$ cat src/rtl/issue_queue_if.sv
// Dispatch, wakeup, kill and issue signals shared by the issue queue and its
// neighbours. The master side is dispatch/writeback; the slave side is the queue.
interface issue_queue_if #(
  parameter int WIDTH_REG = 5,
  parameter int WIDTH_TAG = 5,
  parameter int WIDTH_BRM = 3,
  parameter int WIDTH_PRY = 2,
  parameter int DEPTH     = 8,
  parameter int WAKE_N    = 4
);
  localparam int WIDTH_E = WIDTH_BRM + WIDTH_TAG + 3*WIDTH_REG + WIDTH_PRY;
  localparam int WIDTH_O = WIDTH_BRM + WIDTH_TAG + 2 + 3*WIDTH_REG;
  localparam int CW      = $clog2(DEPTH+1);

  logic                        disp_val;
  logic [WIDTH_E-1:0]          disp_data;
  logic                        disp_p1;
  logic                        disp_p2;
  logic                        disp_rdy;
  logic [WAKE_N-1:0]           wval;
  logic [WAKE_N*WIDTH_REG-1:0] wdest;
  logic [2**WIDTH_BRM-1:0]     brkill;
  logic                        stall;
  logic                        iss_val;
  logic [WIDTH_O-1:0]          iss_data;
  logic [CW-1:0]               count;

  modport master (
    output disp_val, disp_data, disp_p1, disp_p2, wval, wdest, brkill, stall,
    input  disp_rdy, iss_val, iss_data, count
  );

  modport slave (
    input  disp_val, disp_data, disp_p1, disp_p2, wval, wdest, brkill, stall,
    output disp_rdy, iss_val, iss_data, count
  );
endinterface

$ cat src/rtl/issue_queue.sv
// Multi-slot issue queue: operand wakeup, priority-then-age select into a
// registered issue stage with stall hold, and branch-kill flushing.
module issue_queue #(
  parameter int         WIDTH_REG = 5,
  parameter int         WIDTH_TAG = 5,
  parameter int         WIDTH_BRM = 3,
  parameter int         WIDTH_PRY = 2,
  parameter int         DEPTH     = 8,
  parameter int         WAKE_N    = 4,
  parameter logic [1:0] TAG_BANK  = 2'b00,
  parameter int         WIDTH_E   = WIDTH_BRM + WIDTH_TAG + 3*WIDTH_REG + WIDTH_PRY,
  parameter int         WIDTH_O   = WIDTH_BRM + WIDTH_TAG + 2 + 3*WIDTH_REG
) (
  input logic         clk,
  input logic         rst_n,
  issue_queue_if.slave bus
);
  localparam int CW = $clog2(DEPTH+1);
  localparam int IW = $clog2(DEPTH);

  typedef struct packed {
    logic [WIDTH_BRM-1:0] br;
    logic [WIDTH_TAG-1:0] tag;
    logic [WIDTH_REG-1:0] rd;
    logic [WIDTH_REG-1:0] rs2;
    logic [WIDTH_REG-1:0] rs1;
    logic [WIDTH_PRY-1:0] pry;
  } uop_t;

  logic [DEPTH-1:0] val, p1, p2;
  uop_t             ent [DEPTH];
  logic [DEPTH-1:0] age [DEPTH];
  logic [CW-1:0]    count;
  logic             iss_val;
  logic [WIDTH_O-1:0] iss_data;

  uop_t             disp;
  logic [DEPTH-1:0] kill, cand, win_oh, wk1, wk2;
  logic [IW-1:0]    win_idx, alloc_idx;
  logic             any_win, sel_en, issue, disp_rdy, accept, dwk1, dwk2;
  logic [CW-1:0]    kill_cnt, count_next;
  uop_t             win_uop;

  function automatic logic hit(input logic [WAKE_N-1:0] wv,
                               input logic [WAKE_N*WIDTH_REG-1:0] wd,
                               input logic [WIDTH_REG-1:0] r);
    hit = 1'b0;
    for (int w = 0; w < WAKE_N; w++)
      if (wv[w] && wd[w*WIDTH_REG +: WIDTH_REG] == r) hit = 1'b1;
  endfunction

  assign disp = bus.disp_data;

  always_comb begin
    kill      = '0;
    cand      = '0;
    win_oh    = '0;
    wk1       = '0;
    wk2       = '0;
    win_idx   = '0;
    alloc_idx = '0;
    kill_cnt  = '0;
    for (int i = 0; i < DEPTH; i++) begin
      kill[i] = val[i] & bus.brkill[ent[i].br];
      cand[i] = val[i] & p1[i] & p2[i] & ~kill[i];
      wk1[i]  = hit(bus.wval, bus.wdest, ent[i].rs1);
      wk2[i]  = hit(bus.wval, bus.wdest, ent[i].rs2);
      kill_cnt = kill_cnt + CW'(kill[i]);
    end
    // A candidate wins if no other candidate has higher priority, or equal priority and greater age
    for (int i = 0; i < DEPTH; i++) begin
      win_oh[i] = cand[i];
      for (int j = 0; j < DEPTH; j++)
        if (j != i && cand[j] &&
            (ent[j].pry > ent[i].pry || (ent[j].pry == ent[i].pry && !age[i][j])))
          win_oh[i] = 1'b0;
    end
    for (int i = 0; i < DEPTH; i++)
      if (win_oh[i]) win_idx = IW'(i);
    for (int i = DEPTH-1; i >= 0; i--)
      if (!val[i]) alloc_idx = IW'(i);
    any_win    = |win_oh;
    win_uop    = ent[win_idx];
    sel_en     = !iss_val || !bus.stall;
    issue      = sel_en && any_win;
    disp_rdy   = count < CW'(DEPTH);
    accept     = bus.disp_val && disp_rdy && !bus.brkill[disp.br];
    dwk1       = bus.disp_p1 | hit(bus.wval, bus.wdest, disp.rs1);
    dwk2       = bus.disp_p2 | hit(bus.wval, bus.wdest, disp.rs2);
    count_next = count + CW'(accept) - CW'(issue) - kill_cnt;
  end

  always_ff @(posedge clk or negedge rst_n) begin
    if (!rst_n) begin
      val      <= '0;
      count    <= '0;
      iss_val  <= 1'b0;
      iss_data <= '0;
      for (int i = 0; i < DEPTH; i++) age[i] <= '0;
    end else begin
      count <= count_next;
      for (int i = 0; i < DEPTH; i++)
        if (kill[i] || (issue && win_oh[i])) val[i] <= 1'b0;
      if (accept) begin
        val[alloc_idx] <= 1'b1;
        for (int j = 0; j < DEPTH; j++) age[j][alloc_idx] <= val[j];
        age[alloc_idx] <= '0;
      end
      // A stalled, held op is still subject to branch kill
      if (sel_en) begin
        iss_val <= any_win;
        if (any_win)
          iss_data <= {win_uop.br, win_uop.tag, TAG_BANK, win_uop.rd, win_uop.rs2, win_uop.rs1};
      end else if (iss_val && bus.brkill[iss_data[WIDTH_O-1 -: WIDTH_BRM]]) begin
        iss_val <= 1'b0;
      end
    end
  end

  always_ff @(posedge clk) begin
    for (int i = 0; i < DEPTH; i++) begin
      if (val[i] && wk1[i]) p1[i] <= 1'b1;
      if (val[i] && wk2[i]) p2[i] <= 1'b1;
    end
    if (accept) begin
      ent[alloc_idx] <= disp;
      p1[alloc_idx]  <= dwk1;
      p2[alloc_idx]  <= dwk2;
    end
  end

  assign bus.disp_rdy = disp_rdy;
  assign bus.iss_val  = iss_val;
  assign bus.iss_data = iss_data;
  assign bus.count    = count;
endmodule

$ cat src/flat_wrapper.sv
// flat-port wrapper written by rule: the top's interface ports become plain ports
module issue_queue_flat 
#(
  parameter int         WIDTH_REG = 5,
  parameter int         WIDTH_TAG = 5,
  parameter int         WIDTH_BRM = 3,
  parameter int         WIDTH_PRY = 2,
  parameter int         DEPTH     = 8,
  parameter int         WAKE_N    = 4,
  parameter logic [1:0] TAG_BANK  = 2'b00,
  parameter int         WIDTH_E   = WIDTH_BRM + WIDTH_TAG + 3*WIDTH_REG + WIDTH_PRY,
  parameter int         WIDTH_O   = WIDTH_BRM + WIDTH_TAG + 2 + 3*WIDTH_REG
)
  (clk, rst_n, bus_disp_val, bus_disp_data, bus_disp_p1, bus_disp_p2, bus_wval, bus_wdest, bus_brkill, bus_stall, bus_disp_rdy, bus_iss_val, bus_iss_data, bus_count);
  issue_queue_if #(.WIDTH_REG(WIDTH_REG), .WIDTH_TAG(WIDTH_TAG), .WIDTH_BRM(WIDTH_BRM), .WIDTH_PRY(WIDTH_PRY), .DEPTH(DEPTH), .WAKE_N(WAKE_N)) bus_i ();
  input logic clk;
  input logic rst_n;
  input wire logic [$bits(bus_i.disp_val)-1:0] bus_disp_val;
  input wire logic [$bits(bus_i.disp_data)-1:0] bus_disp_data;
  input wire logic [$bits(bus_i.disp_p1)-1:0] bus_disp_p1;
  input wire logic [$bits(bus_i.disp_p2)-1:0] bus_disp_p2;
  input wire logic [$bits(bus_i.wval)-1:0] bus_wval;
  input wire logic [$bits(bus_i.wdest)-1:0] bus_wdest;
  input wire logic [$bits(bus_i.brkill)-1:0] bus_brkill;
  input wire logic [$bits(bus_i.stall)-1:0] bus_stall;
  output wire logic [$bits(bus_i.disp_rdy)-1:0] bus_disp_rdy;
  output wire logic [$bits(bus_i.iss_val)-1:0] bus_iss_val;
  output wire logic [$bits(bus_i.iss_data)-1:0] bus_iss_data;
  output wire logic [$bits(bus_i.count)-1:0] bus_count;
  assign bus_i.disp_val = bus_disp_val;
  assign bus_i.disp_data = bus_disp_data;
  assign bus_i.disp_p1 = bus_disp_p1;
  assign bus_i.disp_p2 = bus_disp_p2;
  assign bus_i.wval = bus_wval;
  assign bus_i.wdest = bus_wdest;
  assign bus_i.brkill = bus_brkill;
  assign bus_i.stall = bus_stall;
  assign bus_disp_rdy = bus_i.disp_rdy;
  assign bus_iss_val = bus_i.iss_val;
  assign bus_iss_data = bus_i.iss_data;
  assign bus_count = bus_i.count;
  issue_queue #(.WIDTH_REG(WIDTH_REG), .WIDTH_TAG(WIDTH_TAG), .WIDTH_BRM(WIDTH_BRM), .WIDTH_PRY(WIDTH_PRY), .DEPTH(DEPTH), .WAKE_N(WAKE_N), .TAG_BANK(TAG_BANK), .WIDTH_E(WIDTH_E), .WIDTH_O(WIDTH_O)) u_core (.clk(clk), .rst_n(rst_n), .bus(bus_i));
endmodule
$ cat config.mk
export PLATFORM = sky130hd
export DESIGN_NAME = issue_queue_flat
export DESIGN_NICKNAME = d
export VERILOG_FILES = /design/src/rtl/issue_queue_if.sv /design/src/rtl/issue_queue.sv /design/src/flat_wrapper.sv
export SDC_FILE = /design/constraint.sdc
export NUM_CORES = 1
export LEC_CHECK = 0
export BUFFER_PORTS_ARGS = -buffer_cell sky130_fd_sc_hd__buf_4
export CAP_MARGIN = 10
export CORE_MARGIN = 5
export CORE_UTILIZATION = 40
export CTS_CLUSTER_DIAMETER = 80
export CTS_CLUSTER_SIZE = 30
export DETAILED_ROUTE_END_ITERATION = 8
export SYNTH_ARGS = -nofsm -noshare
export SYNTH_HDL_FRONTEND = slang
export SYNTH_SLANG_ARGS = --single-unit
$ cat constraint.sdc
create_clock -name clk -period 6.6 [get_ports clk]
set_input_delay 1.32 -clock clk [delete_from_list [all_inputs] [get_ports clk]]
set_output_delay 1.32 -clock clk [all_outputs]
set_load 0.01 [all_outputs]
# Word level (Yosys, flattened, before mapping)
# Memory sizes are Yosys's and may differ from the RTL's. A register that Yosys moved wholly into a read port is not among the register bits.
# Cells that the tools add are included.
[totals]
ff_bits = 93
mem_bits_rw = 200
inputBits = 63
output_inout_bits = 31
elab_cells = 819
mem_count = 1
[memory_table]
columns = ["memory", "words", "word_bits", "rd", "rd_clocked_by_memory_dff", "write_ports", "line", "source"]
rows = [
  ["u_core.ent", 8, 25, 9, 1, 1, "issue_queue.sv:31", "uop_t ent [DEPTH];"],
]
[op_classes]
n_addsub = 10
n_lt_le_gt_ge = 71
eq_ne = 128
muxes = 208
n_bitwise = 46
n_reduce_logical = 342
[op_table]
columns = ["operator", "count"]
rows = [
  ["$eq 5x5->1", 72],
  ["$logic_and 1x1->1", 214],
  ["$mux 1", 168],
  ["$eq 2x2->1", 56],
  ["$gt 2x2->1", 56],
  ["$bwmux 8", 10],
  ["$logic_or 1x1->1", 65],
  ["$and 64x64->64", 1],
  ["$not 64->64", 1],
  ["$logic_not 1->1", 60],
  ["$lt 3x4->1 const B", 11],
  ["$mux 3", 12],
  ["$and 1x1->1", 32],
  ["$mux 8", 4],
  ["$bmux 1 s3", 10],
  ["$add 4x1->4", 7],
  ["$demux 8 s3", 1],
  ["$not 1->1", 8],
  ["$or 8x8->8", 1],
  ["$reduce_or 8->1", 1],
  ["$ge 4x4->1 const B", 1],
  ["$lt 4x1->1 const B", 1],
  ["$lt 4x4->1 const B", 1],
  ["$mux 2", 2],
  ["9 further kinds", 10],
]

# Depth between registers and ports, before layout
# An unclocked memory read counts as a cell.
[depth]
depth_word = 21
ltp_mapped = 23
ltp_nobuf = 22

# Least setup slack after synthesis
# Ideal clock, no wire load.
[synth_timing]
path_kind = "input port to flip-flop"
from = "input bus_brkill[7]"
to = "register u_core.count[3] (netlist: u_core.bus.count[3])"
setup_ns = 0.080
t_arrival_ns = 6.070
t_required_ns = 6.520
path_slack_ns = 0.450
stages = 22
n_path_buf = 2
cell_sequence = "buf_2 > mux2_2 > mux4_2 > or2_1 > a2111oi_4 > nand3_4 > nand2_2 > nor3_1 > nor2_2 > buf_2 > inv_1 > fa_1 > inv_1 > fa_1 > inv_1 > fa_1 > fa_1 > ha_1 > ha_1 > xor2_1 > xnor2_1 > xnor2_1"
[synth_via]
elab_chain_cells = 17
elab_cells_between_ends = 168
classes_between = "add/sub: 10; mux: 74; bitwise: 24; reduce/logical: 60"
[synth_lines]
columns = ["item", "line", "source"]
rows = [
  ["from (decl)", "flat_wrapper.sv:24", "input wire logic [$bits(bus_i.brkill)-1:0] bus_brkill;"],
  ["branches (longest 16 deep; another with $add 4x1->4)", "--", ""],
  ["$sub 4x4->4 *", "issue_queue.sv:90", "count_next = count + CW'(accept) - CW'(issue) - kill_cnt;"],
  ["net u_core.count_next[3]", "issue_queue.sv:41", "logic [CW-1:0] kill_cnt, count_next;"],
  ["to (signal assigned)", "issue_queue.sv:101", "count <= count_next;"],
  ["to (decl)", "issue_queue.sv:33", "logic [CW-1:0] count;"],
]
# Mark *: on every way through the listed nets, which the timed path passes. The select of a mux whose other input is x is not followed.
# A chain may end at the register's enable or synchronous reset.

# Worst setup path after layout
# Same ends and word-level chain as after synthesis.

==> metrics <==
status finished, final reports clean; area delta synth->final 8.14%; CTS Sinks 308; gr usage total 0.231; Switching Fraction 0.315; area of the multi-input gates 9960 sq um; post-DR vias/cell 6.08; largest cells by area after synthesis edfxtp_1 31%, xor2_1 13%, dfrtp_1 12%, ha_1 4.2%, mux2i_1 4.2%; EDFF count, synth 200; fraction of registers with async set/reset 0.299; met1 GRT Util 0.326; sequential cell area 8630 sq um; Clock Power Share 0.288; maximum achievable frequency 172 MHz; core area 47900 sq um; drt total wl 63600 um; Resized Gates After CTS 0; die width 230 um; clock period minus worst slack 5810 ps; CP Launch Type primary input; end of the worst hold path u_core.age[15]; switching power 1.52 mW; clk buf depth 3; max-cap violations 0; Setup Skew 33.9 ps; area of the mapped netlist 19400 sq um; setup repair bufs after CTS 0; vias 14531; slowest cell delay on critical path 560 ps; Initial Util 0.405; Routed WL per cell 26.6 um; I/O Pins 94; most used cell, CP fa_1; leak pwr 7.86 nW; Final Hold Fails 0; initial drt markers 1551; sequential share of the synthesized area 0.444; Critical Path AT 6270 ps; min-delay src u_core.age[15]; DR pass1 iterations 5; share of cells above drive strength 1 0.121; worst endpoint required time 7060 ps; DR DRC count 0; part of the power in registers 0.495; Yosys reg bits 308; Reg2Reg Setup Slack 1130 ps; met3 Resource Use GR 0.0369; Clock Pin Slew Worst Setup and Hold Paths 70 ps; cells after synthesis 1810; Rel. slew slack 0.128; Netlist cell types 76; routability congestion estimate 0.953; Slew Viols, Final 0; Slew @ Worst Pin 1310 ps; Num CTS Buffers 20; largest net degree at the start of global routing 49; Hold Slack 497 ps; Avg Inst Size Synth 10.7 sq um; vias in the first global route 14362; row cnt 80; area share of the largest cell type after synthesis 0.309; Final #Nets 1897; Worst VDD drop 0.000182 V; reg2reg path depth 20; CP Cell Sequence buf_4, mux2_2, mux4_2, nor2_2, nand2_1, and4b_4, or2_4, nor3_1, nor2_2, inv_1, fa_1, inv_1, fa_1, inv_1, fa_1, fa_1, ha_1, ha_1, xor2_1, xnor2_1, xnor2_1; sum of negative setup slack 0 ps; combinational share of power 0.217; clock root buffer clkbuf_16; first-pass GRT wire length 94100 um; busiest layer in global routing met2; CP Class primary input to flop; worst hold path stage count 1; CP endpoint kind flop; hpwl dp 42500 um; Hold Path Class flop to flop; CTS Hold Bufs 0; crit share post-route 0.880; largest area contributor in the netlist edfxtp_1; Port Buffers 91; PD cells 229 nW/um^2; ant diodes 0; DRT antenna net count 0; Slowest-stage cell, CP mux4_2; Congestion Overflow GR 0; Filler Cell Count 4429; met2 usage 0.371; full die area 53100 sq um; initial antenna violation count 1; Reg2Reg Capture Point u_core.bus.count[3]; RR Startpoint u_core.ent[6][22]; die span in y 230 um; synth warn 0; worst-path fanout max 10; CTS tree done; final setup vio count 0; Skew-Pair Late Insertion Delay 560 ps; ys flop type edfxtp_1; RSZ-0062 raised after global routing no; internal power 3.29 mW; H-tree levels 1
[cells by family after synthesis]
| kind of cell | count (synthesis) | share of synthesized area |
|---|---|---|
| compound gates | 285 | 0.107 |
| fa+ha+maj | 72 | 0.0487 |
| xor+xnor | 364 | 0.164 |
| simple gates | 461 | 0.127 |
| mux | 106 | 0.0620 |
| buf+inv | 213 | 0.0469 |
| other cells | 1 | 0.000193 |
| flops | 308 | 0.444 |
[synth_stat cells, types with 14 or more instances]
cell and number:
a21oi_1 45, nand3_1 81, nand2_1 83, dfrtp_1 92
ha_1 66, clkbuf_1 108, nor4_1 76, xnor2_1 75
buf_2 18, nor2_1 88, mux2i_1 81, a22oi_1 19
a31oi_1 25, nor2b_1 33, o22a_1 25, mux2_2 14
xor2_1 289, inv_1 30, a211oi_1 15, a221oi_1 15
o22ai_1 49, buf_1 38, dfxtp_1 16, nand4_1 27
nand2b_1 28, o21ai_0 29, edfxtp_1 200
[metal layers]
layer | part of all wire | wire [um]
met2 | 0.46 | 29000
met4 | 0.028 | 1790
met5 | 0.00019 | 12
met3 | 0.070 | 4450
met1 | 0.45 | 28300
[through the flow]
stage / setup slack [ps] / util / power [mW] / area (sq um) / instances
2_1_floorplan: 450 / - / 2.97 / 19400 / 1811
3_3_place_gp: 368 / 0.424 / 3.44 / 20300 / 2355
3_5_place_dp: 242 / 0.424 / 3.47 / 20300 / 2355
4_1_cts: 812 / 0.438 / 4.85 / 21000 / 2391
5_1_grt: 582 / 0.438 / 5.02 / 21000 / 2391
6_report: 791 / 0.438 / 4.81 / 21000 / 2391
[worst max-delay path, delay by kind of cell]
| kind | cells | cell delay (ps) |
|---|---|---|
| adders and majority gates | 6 | 2060 |
| and+or+nand+nor | 6 | 1240 |
| xor gates and xnor gates | 3 | 460 |
| buffers and inverters | 4 | 360 |
| muxes | 2 | 820 |
[worst max-delay path by stage]
stage                        startpoint                  end  slack (ps)  cells past startpoint
after detailed placement  bus_brkill[7]  u_core.bus.count[3]         240                     21
after global placement    bus_brkill[7]  u_core.bus.count[3]         370                     21
after floorplan           bus_brkill[7]  u_core.bus.count[3]         450                     22
final                     bus_brkill[7]  u_core.bus.count[3]         790                     21
after CTS                 bus_brkill[7]  u_core.bus.count[3]         810                     21
after global routing      bus_brkill[6]  u_core.bus.count[3]         580                     21
[layout make-up]
type                            count  area share
Tap cell                          615      0.0366
Clock buffer                       24      0.0255
Timing Repair Buffer              111      0.0396
Clock inverter                     12     0.00810
Sequential cell                   308       0.411
Multi-Input combinational cell   1290       0.474
Inverter                           31     0.00566
[placed cells by master, fill, tap and decap left out, types with 16 or more instances in the layout]
cell / count
a21oi_1: 45
dfxtp_1: 16
o21ai_0: 29
nand2b_1: 28
nand3_1: 81
a22oi_1: 19
xor2_1: 289
clkbuf_16: 20
nor2_1: 79
o22ai_1: 49
dfrtp_1: 92
o22a_1: 25
xnor2_1: 75
nand4_1: 27
nor4_1: 76
edfxtp_1: 200
mux2i_1: 81
inv_1: 30
nor2b_1: 33
nand2_1: 83
a31oi_1: 25
ha_1: 66
buf_4: 111
[power groups by stage]
stage | Sequential (mW) | Clock (mW) | Combinational (mW)
finish | 2.38 | 1.38 | 1.04
global route | 2.40 | 1.50 | 1.13
global placement | 2.43 | 0 | 1.02
detailed placement | 2.43 | 0 | 1.04
floorplan | 2.37 | 0 | 0.600
CTS | 2.39 | 1.42 | 1.05
[registers in the layout (all words and copies together) (netlist names)]
register and flops:
u_core.bus.count 4, u_core.p2 8, u_core.age 56, u_core.p1 8, u_core.bus.iss_data 23, u_core.bus.iss_val 1
u_core.val 8, u_core.ent 200
No activity file was read; power rests on OpenSTA's default activity.
